$ cat config.mk
export PLATFORM = sky130hd
export DESIGN_NAME = amba_arbiter
export DESIGN_NICKNAME = d
export VERILOG_FILES = /design/src/rtl/amba_pkg.sv /design/src/rtl/amba_arbiter_rr.sv /design/src/rtl/amba_arbiter.sv
export SDC_FILE = /design/constraint.sdc
export NUM_CORES = 1
export LEC_CHECK = 0
export BUFFER_PORTS_ARGS = -buffer_cell sky130_fd_sc_hd__buf_2
export CORE_UTILIZATION = 55
export CTS_BUF_LIST = sky130_fd_sc_hd__clkbuf_4 sky130_fd_sc_hd__clkbuf_8
export CTS_CLUSTER_SIZE = 16
export DETAILED_ROUTE_END_ITERATION = 7
export GPL_ROUTABILITY_DRIVEN = 0
export MAX_ROUTING_LAYER = met4
export PLACE_DENSITY = 0.91
export SLEW_MARGIN = 25
export SYNTH_ARGS = -nofsm -noshare
export SYNTH_HDL_FRONTEND = slang
export SYNTH_SLANG_ARGS = --single-unit
export TNS_END_PERCENT = 50
$ cat constraint.sdc
create_clock -name clk -period 3.64 [get_ports clk]
set_clock_uncertainty 0.2 [all_clocks]
set_input_delay 0.546 -clock clk [delete_from_list [all_inputs] [get_ports clk]]
set_output_delay 0.546 -clock clk [all_outputs]
set_load 0.01 [all_outputs]
$ cat src/rtl/amba_pkg.sv
// Shared types and sizing for the AHB bus arbiter and its round-robin picker.
// Pure declarations: no logic, no latency, no backpressure.
package amba_pkg;

  localparam int MWIDTH       = 4;
  localparam int M_ADDR_WIDTH = $clog2(MWIDTH);

  typedef enum logic [1:0] {
    IDLE   = 2'b00,
    BUSY   = 2'b01,
    NONSEQ = 2'b10,
    SEQ    = 2'b11
  } htrans_t;

  typedef enum logic [1:0] {
    PARK,
    OWNED,
    LOCKED
  } arb_state_t;

endpackage

$ cat src/rtl/amba_arbiter_rr.sv
// Combinational round-robin picker: first request above i_ptr, wrapping, i_ptr itself last.
// Zero latency; no backpressure (pure function of the inputs).
module rr_pick
  import amba_pkg::*;
#(
  parameter  int MWIDTH       = 4,
  localparam int M_ADDR_WIDTH = $clog2(MWIDTH)
) (
  input  logic [MWIDTH-1:0]       i_req,
  input  logic [M_ADDR_WIDTH-1:0] i_ptr,
  output logic [M_ADDR_WIDTH-1:0] o_win,
  output logic                    o_vld
);

  always_comb begin
    logic [M_ADDR_WIDTH:0]   sum;
    logic [M_ADDR_WIDTH-1:0] idx;
    o_win = '0;
    o_vld = 1'b0;
    sum   = '0;
    idx   = '0;
    // One extra bit on sum keeps the wrap correct for non-power-of-two MWIDTH.
    for (int k = 1; k <= MWIDTH; k++) begin
      sum = {1'b0, i_ptr} + (M_ADDR_WIDTH+1)'(k);
      if (sum >= (M_ADDR_WIDTH+1)'(MWIDTH)) begin
        sum = sum - (M_ADDR_WIDTH+1)'(MWIDTH);
      end
      idx = sum[M_ADDR_WIDTH-1:0];
      if (!o_vld && i_req[idx]) begin
        o_win = idx;
        o_vld = 1'b1;
      end
    end
  end

endmodule

$ cat src/rtl/amba_arbiter.sv
// Round-robin AHB arbiter with lock, burst protection, tenure preemption and parking; grant one cycle after decision.
// hready=0 freezes every register, so a stalled slave holds grant and data-phase owner in place.
module amba_arbiter
  import amba_pkg::*;
#(
  parameter  int MWIDTH         = 4,
  parameter  int DEFAULT_MASTER = 0,
  parameter  int MAX_TENURE     = 16,
  localparam int M_ADDR_WIDTH   = $clog2(MWIDTH)
) (
  input  logic                    clk,
  input  logic                    rst,
  input  logic [MWIDTH-1:0]       hbusreq_mst_n,
  input  logic [MWIDTH-1:0]       hlock_mst_n,
  input  logic [2*MWIDTH-1:0]     htrans_mst_n,
  input  logic                    hready,
  output logic [MWIDTH-1:0]       hgrant_mst_n,
  output logic [M_ADDR_WIDTH-1:0] hmaster,
  output logic [M_ADDR_WIDTH-1:0] hmaster_d,
  output logic                    hmastlock
);

  localparam int CW = (MAX_TENURE < 1) ? 1 : $clog2(MAX_TENURE + 1);
  localparam logic [M_ADDR_WIDTH-1:0] DEF_IDX   = M_ADDR_WIDTH'(DEFAULT_MASTER);
  localparam logic [MWIDTH-1:0]       DEF_GRANT = MWIDTH'(1) << DEFAULT_MASTER;

  logic [MWIDTH-1:0]       r_grant;
  logic [M_ADDR_WIDTH-1:0] r_hmaster;
  logic [M_ADDR_WIDTH-1:0] r_hmaster_d;
  logic                    r_hmastlock;
  logic [M_ADDR_WIDTH-1:0] r_ptr;
  logic [CW-1:0]           r_cnt;
  arb_state_t              r_state;

  arb_state_t              w_state_nxt;
  htrans_t                 w_own_trans;
  logic                    w_own_req;
  logic                    w_own_lock;
  logic                    w_others_req;
  logic                    w_force;
  logic                    w_handover;
  logic                    w_move;
  logic                    w_cnt_inc;
  logic [M_ADDR_WIDTH-1:0] w_pick;
  logic                    w_pick_vld;
  logic [M_ADDR_WIDTH-1:0] w_winner;

  rr_pick #(.MWIDTH(MWIDTH)) u_pick (
    .i_req (hbusreq_mst_n),
    .i_ptr (r_ptr),
    .o_win (w_pick),
    .o_vld (w_pick_vld)
  );

  always_comb begin
    w_own_trans = IDLE;
    for (int i = 0; i < MWIDTH; i++) begin
      if (r_hmaster == M_ADDR_WIDTH'(i)) begin
        w_own_trans = htrans_t'(htrans_mst_n[2*i +: 2]);
      end
    end
  end

  assign w_own_req    = hbusreq_mst_n[r_hmaster];
  assign w_own_lock   = hlock_mst_n[r_hmaster];
  assign w_others_req = |(hbusreq_mst_n & ~r_grant);
  assign w_winner     = w_pick_vld ? w_pick : DEF_IDX;

  // Forced preemption never interrupts a BUSY beat or anything inside a locked sequence.
  assign w_force = (MAX_TENURE != 0) && (r_cnt >= CW'(MAX_TENURE)) && w_others_req &&
                   (w_own_trans != BUSY) && (r_state != LOCKED);

  assign w_handover = hready && !w_own_lock &&
                      ((w_own_trans == IDLE) ||
                       (!w_own_req && (w_own_trans != SEQ) && (w_own_trans != BUSY)) ||
                       w_force);

  assign w_move    = w_handover && (w_winner != r_hmaster);
  assign w_cnt_inc = hready && ((w_own_trans == NONSEQ) || (w_own_trans == SEQ)) &&
                     (r_cnt < CW'(MAX_TENURE));

  always_comb begin
    w_state_nxt = r_state;
    if (hready && w_own_lock) begin
      w_state_nxt = LOCKED;
    end else if (w_handover) begin
      w_state_nxt = w_pick_vld ? OWNED : PARK;
    end
  end

  always_ff @(posedge clk) begin
    if (rst) begin
      r_state <= PARK;
    end else begin
      r_state <= w_state_nxt;
    end
  end

  always_ff @(posedge clk) begin
    if (rst) begin
      r_grant     <= DEF_GRANT;
      r_hmaster   <= DEF_IDX;
      r_hmaster_d <= DEF_IDX;
      r_hmastlock <= 1'b0;
      r_ptr       <= DEF_IDX;
      r_cnt       <= '0;
    end else if (hready) begin
      r_hmaster_d <= r_hmaster;
      r_hmastlock <= w_own_lock;
      if (w_move) begin
        r_grant           <= '0;
        r_grant[w_winner] <= 1'b1;
        r_hmaster         <= w_winner;
        r_ptr             <= w_winner;
        r_cnt             <= '0;
      end else if (w_cnt_inc) begin
        r_cnt <= r_cnt + CW'(1);
      end
    end
  end

  assign hgrant_mst_n = r_grant;
  assign hmaster      = r_hmaster;
  assign hmaster_d    = r_hmaster_d;
  assign hmastlock    = r_hmastlock;

endmodule

Word-level counts from Yosys, hierarchy flattened

Index checks and enable logic that the tools add are counted.

Output and inout port bits: 9
Input bits: 19
Flip-flop bits (word level): 16
Logic and storage cells: 107

Reduce and logical (&&, ||, !) cells: 31
Eq/ne operators: 9
Magnitude comparators: 13
Bitwise gates (word level): 2
$add $sub $neg: 9
Muxes and demuxes: 36

Operators by type and width:

| kind                                                      | number |
|---|---|
| 2-to-1 mux 2 bit                                          | 15 |
| < comparator 2 x 3 -> 1 bit (second input constant)       | 6 |
| logical AND 1 bit                                         | 15 |
| binary-select mux 1 bit (select 2 bit)                    | 6 |
| greater-or-equal comparator 3 bit (second input constant) | 4 |
| 2-to-1 mux 1 bit                                          | 12 |
| 2-to-1 mux 5 bit                                          | 2 |
| equality test 2 bit (second input constant)               | 4 |
| subtractor 2 x 1 -> 2 bit (second input constant)         | 4 |
| adder 2 x 2 -> 3 bit (second input constant)              | 2 |
| adder 5 x 1 -> 5 bit (second input constant)              | 1 |
| greater-or-equal comparator 5 bit (second input constant) | 1 |
| zero test 1 bit                                           | 5 |
| < comparator 5 bit (second input constant)                | 1 |
| AND 4 bit                                                 | 1 |
| zero test 2 bit                                           | 2 |
| != test 2 bit (second input constant)                     | 2 |
| NOT 4 bit                                                 | 1 |
| AND reduction 2 bit                                       | 2 |
| nonzero test 2 bit                                        | 2 |
| OR reduction 4 bit                                        | 1 |
| adder 2 x 1 -> 3 bit (second input constant)              | 1 |
| adder 2 x 3 -> 3 bit (second input constant)              | 1 |
| logical OR 1 bit                                          | 3 |
| other kinds (6)                                           | 6 |

Longest topological paths before layout

Word-level depth: 20
Gate-level depth with buffers: 10
Depth with buffers taken out: 9

By module

From an unflattened synthesis, not the netlist that was laid out.

Cell total of the unflattened synthesis: 113
Area total of the unflattened synthesis: 1022.2 µm²

By module, submodules not included:

| module       | area each (µm²) | instances | cells an instance | sequential area each (µm²) |
|---|---|---|---|---|
| amba_arbiter | 930.9           | 1         | 99                | 320.3 |
| rr_pick      | 91.3            | 1         | 14                | 0.0 |

Least setup slack after synthesis

OpenSTA, ideal clock, no wires.

Kind: register to register
From: register r_ptr[0]
To: register r_ptr[0]
Required time: 3.318 ns
Arrival time: 2.329 ns
Path slack: 0.990 ns
Setup time: 0.122 ns
Period minus slack after synthesis: 2.650 ns
Stages on the path, launching flop included: 10
Path buffers: 2
Path through: dfxtp_1 > buf_6 > inv_1 > ha_1 > nor4_1 > a21oi_1 > or2_1 > buf_2 > and3_2 > o311a_1

Longest elaborated chain between the ends: 19
Elaborated cells on any way between the ends: 67
Those cells by class: 8 x add/sub; 4 x order compare; 6 x eq/ne; 29 x mux; 20 x reduce/logical

Ends and longest elaborated chain:

| what                                                                           | line                                         | source |
|---|---|---|
| start: declaration                                                             | amba_arbiter.sv:31                           | `logic [M_ADDR_WIDTH-1:0] r_ptr;` |
| start signal: assignment                                                       | amba_arbiter.sv:114                          | `r_ptr <= w_winner;` |
| adder 2 x 1 -> 3 bit                                                           | amba_arbiter_rr.sv:24                        | `sum = {1'b0, i_ptr} + (M_ADDR_WIDTH+1)'(k);` |
| greater-or-equal comparator 3 bit or subtractor 2 x 1 -> 2 bit (tied branches) | amba_arbiter_rr.sv:25, amba_arbiter_rr.sv:26 |  |
| 2-to-1 mux 2 bit                                                               | amba_arbiter_rr.sv:25                        | `if (sum >= (M_ADDR_WIDTH+1)'(MWIDTH)) begin` |
| binary-select mux 1 bit (select 2 bit)                                         | amba_arbiter_rr.sv:29                        | `if (!o_vld && i_req[idx]) begin` |
| 2-to-1 mux 1 bit (not written as such)                                         | amba_arbiter_rr.sv:29                        |  |
| 2-to-1 mux 1 bit                                                               | amba_arbiter_rr.sv:29                        |  |
| zero test 1 bit                                                                | amba_arbiter_rr.sv:29                        |  |
| logical AND 1 bit                                                              | amba_arbiter_rr.sv:29                        |  |
| (+3 left out)                                                                  | -                                            |  |
| 2-to-1 mux 1 bit                                                               | amba_arbiter_rr.sv:29                        |  |
| zero test 1 bit                                                                | amba_arbiter_rr.sv:29                        |  |
| logical AND 1 bit                                                              | amba_arbiter_rr.sv:29                        |  |
| 2-to-1 mux 2 bit or 2-to-1 mux 1 bit (tied branches)                           | amba_arbiter_rr.sv:29                        |  |
| 2-to-1 mux 2 bit                                                               | amba_arbiter.sv:67                           | `assign w_winner = w_pick_vld ? w_pick : DEF_IDX;` |
| != test 2 bit                                                                  | amba_arbiter.sv:78                           | `assign w_move = w_handover && (w_winner != r_hmaster);` |
| logical AND 1 bit                                                              | amba_arbiter.sv:78                           |  |
| AND reduction 2 bit (no line)                                                  | -                                            |  |

Several ways; a longest one is shown, not always the timed one. The select of a mux whose other input is x is not followed.
A chain may end at the register's enable or synchronous reset.

Worst setup path in the final report

From: register r_ptr[0]
To: register r_ptr[1]

Same word-level chain as after synthesis.

==> results.cfg <==
[routing]
drt_iter0_drc = 33
avgViaCountPerCell = 5.699
first_pass_iters = 4
post_drt_wl_per_cell_um = 13.50
ant_nets = 0
drc_errors = 0
wl_um = 2511
vias = 1060

[synthesis]
avgSynthCellArea_um2 = 8.612
synth_edf_count = 0
postSynthCellCount = 137
syn-num-nets = 162
ys_warn_count = 0
ys_types = 49
synth_seq_cells = 16
ys.flop_type = dfxtp_1
synthArstFlopShare_pct = 0
ys_seq_area_share_pct = 27.15
synth_area_um2 = 1180

[die]
die_x_um = 48.32
core_um2 = 1982
io_pins = 28
num_rows = 16
start_util_pct = 59.53
fp.dieArea_um2 = 2334
fp.dieH_um = 48.32

[critical_path]
reg2reg_depth = 9
cp.depth = 9
crit_buf_inv = 1
ff2ff_setup_slack_ns = 0.59
critPathCaptureType = flip-flop
critPathLaunchType = flip-flop
required_ns = 3.61
cp_slowest_cell = dfxtp_1
max_stage_delay_ns = 0.71
crit_family = compound AO/OA/AOI/OAI gates
critPathArrivalTime_ns = 3.02
path_cells = inv_1, ha_1, o2bb2ai_1, a2111o_1, a31oi_1, nand3_1, nand4_4, mux2i_1, nor2_1
path_class = flip-flop to flip-flop
crit_path_max_fanout = 16

[finish]
nets = 186
register_area_um2 = 320.3
fillers = 159
area_delta_synth_final_pct = 12.20
drive_above_1_share_pct = 25.16
multi_input_area_um2 = 767.0
diodes = 0

[timing]
tns_ns = 0
slew-limit-headroom_pct = 59.84
fmax_ghz = 0.3283
worst_pin_slew_ns = 0.6015
setup_slack_ns = 0.5936
finalSetupViolCount = 0
rsz0062_at_grt = no
post-route-period-util_pct = 83.69
whs_ns = 0.2766
finalMaxSlewViolations = 0
period_minus_slack_ns = 3.046
hold_viol = 0

[pwr]
p_leak_nw = 0.5662
irDropWorstVdd_v = 0.0002011
p_per_area_nw_per_um2 = 340.2

[placement]
portBuffers = 27
post-place-ws_ns = 0.6355
hpwlAfterDp_um = 1956

[clocking]
cts_tree = built
cts_hold_buf = 0
clk_pin_slew_ns = 0.09
cts_buffers = 3
cts-htree-levels = 1
cts_buffer_depth = 2
clock_latency_ns = 0.28
post_cts_buffers = 0
clock_tree.root_cell = clkbuf_4
numClockSinks = 16
cts-resized-gates = 0

[outcome]
run_status = complete, no violations

[grt]
grt_antenna_before_repair = 0
first_global_vias = 1046
grt-ovfl-total = 0
met2_usage_pct = 42.25
met3_usage_pct = 2.830
busiest_layer = met2
grt_pass1_wl_um = 4485
grt_max_degree = 17
grtUsageMet1_pct = 29.30
grt_usage_pct = 24.45

[flow_run]
drv_cap = 0

[min_path]
whs_path_depth = 2
hp-class = flip-flop to flip-flop
-- worst paths after layout --
path	start	to
setup / recovery	r_ptr[0]	r_ptr[1]
hold / removal	r_state[1]	r_state[1]
setup reg to reg	r_ptr[0]	r_ptr[1]
hold reg to reg	r_state[1]	r_state[1]
-- registers in the layout, summed over array words and instances, names as in the netlist --
signal        count
r_cnt             5
hgrant_mst_n      4
hmaster_d         2
r_ptr             2
r_state           2
hmastlock         1
-- per-layer routing --
metal	vias up	wire (µm)
met4	0	35
met1	490	1114
met5	-	0
met2	28	1263
met3	4	97
li1	538	-
-- final cells by class --
type                            count  area share, %
Clock buffer                        3          1.701
Inverter                           12          3.403
Multi-Input combinational cell    101          57.94
Sequential cell                    16          24.20
Tap cell                           27          2.552
Timing Repair Buffer               27          10.21
-- power breakdown --
| group | switching [W] | total [W] | internal (W) |
|---|---|---|---|
| Combinational | 0.0000864 | 0.000159 | 0.0000721 |
| Sequential | 0.0000166 | 0.000203 | 0.000186 |
| Clock | 0.0000509 | 0.0000892 | 0.0000383 |
-- cell usage in the layout, fill, tap and decap left out, types with 2 or more instances in the layout --
master    count
dfxtp_1      16
mux2i_1       8
a21oi_1       7
o22ai_1       3
nand2_1      17
nor2_1        6
nor2b_1       3
o21ai_0       8
inv_1        12
ha_1          6
a22oi_1       2
buf_2        27
xor2_1        2
nor4_1        2
nor3b_1       2
clkbuf_4      3
nor3_1        5
-- synthesized netlist by cell type (2+ instances only) --
cell,n,area [µm²]
nor2_1,6,22.52
xor2_1,2,17.52
nor3b_1,2,15.01
inv_1,12,45.04
nand2_1,17,63.81
buf_2,5,25.02
nor3_1,5,25.02
o22ai_1,3,18.77
a22oi_1,2,15.01
a21oi_1,7,35.03
mux2i_1,8,80.08
dfxtp_1,16,320.3
o21ai_0,8,40.04
nor4_1,2,12.51
ha_1,6,75.07
nor2b_1,3,18.77
-- kinds of logic after synthesis --
group / after synthesis / synth area share (%)
AO/OA/AOI/OAI: 33 / 20.36
XOR/XNOR: 3 / 2.227
adder cells (fa/ha/maj): 6 / 6.363
buffers and inverters: 20 / 7.847
flip-flops: 16 / 27.15
multiplexers: 11 / 12.20
AND/OR/NAND/NOR: 48 / 23.86
-- metrics by stage --
stage               cells  total power (W)  utilization (%)  instance area (µm²)
floorplan             137        0.0003308                -                 1180
global placement      183        0.0003570            65.66                 1301
CTS                   186        0.0004515            66.79                 1324
finish                186        0.0004504            66.79                 1324
global route          186        0.0004797            66.79                 1324
detailed placement    183        0.0003634            65.66                 1301
-- worst reg2reg max path, cell delays in order, from the launching register on --
cell	delay [ns]
dfxtp_1	0.71
inv_1	0.24
ha_1	0.44
o2bb2ai_1	0.16
a2111o_1	0.32
a31oi_1	0.24
nand3_1	0.16
nand4_4	0.18
mux2i_1	0.24
nor2_1	0.06
(Power assumes the default switching activity.)
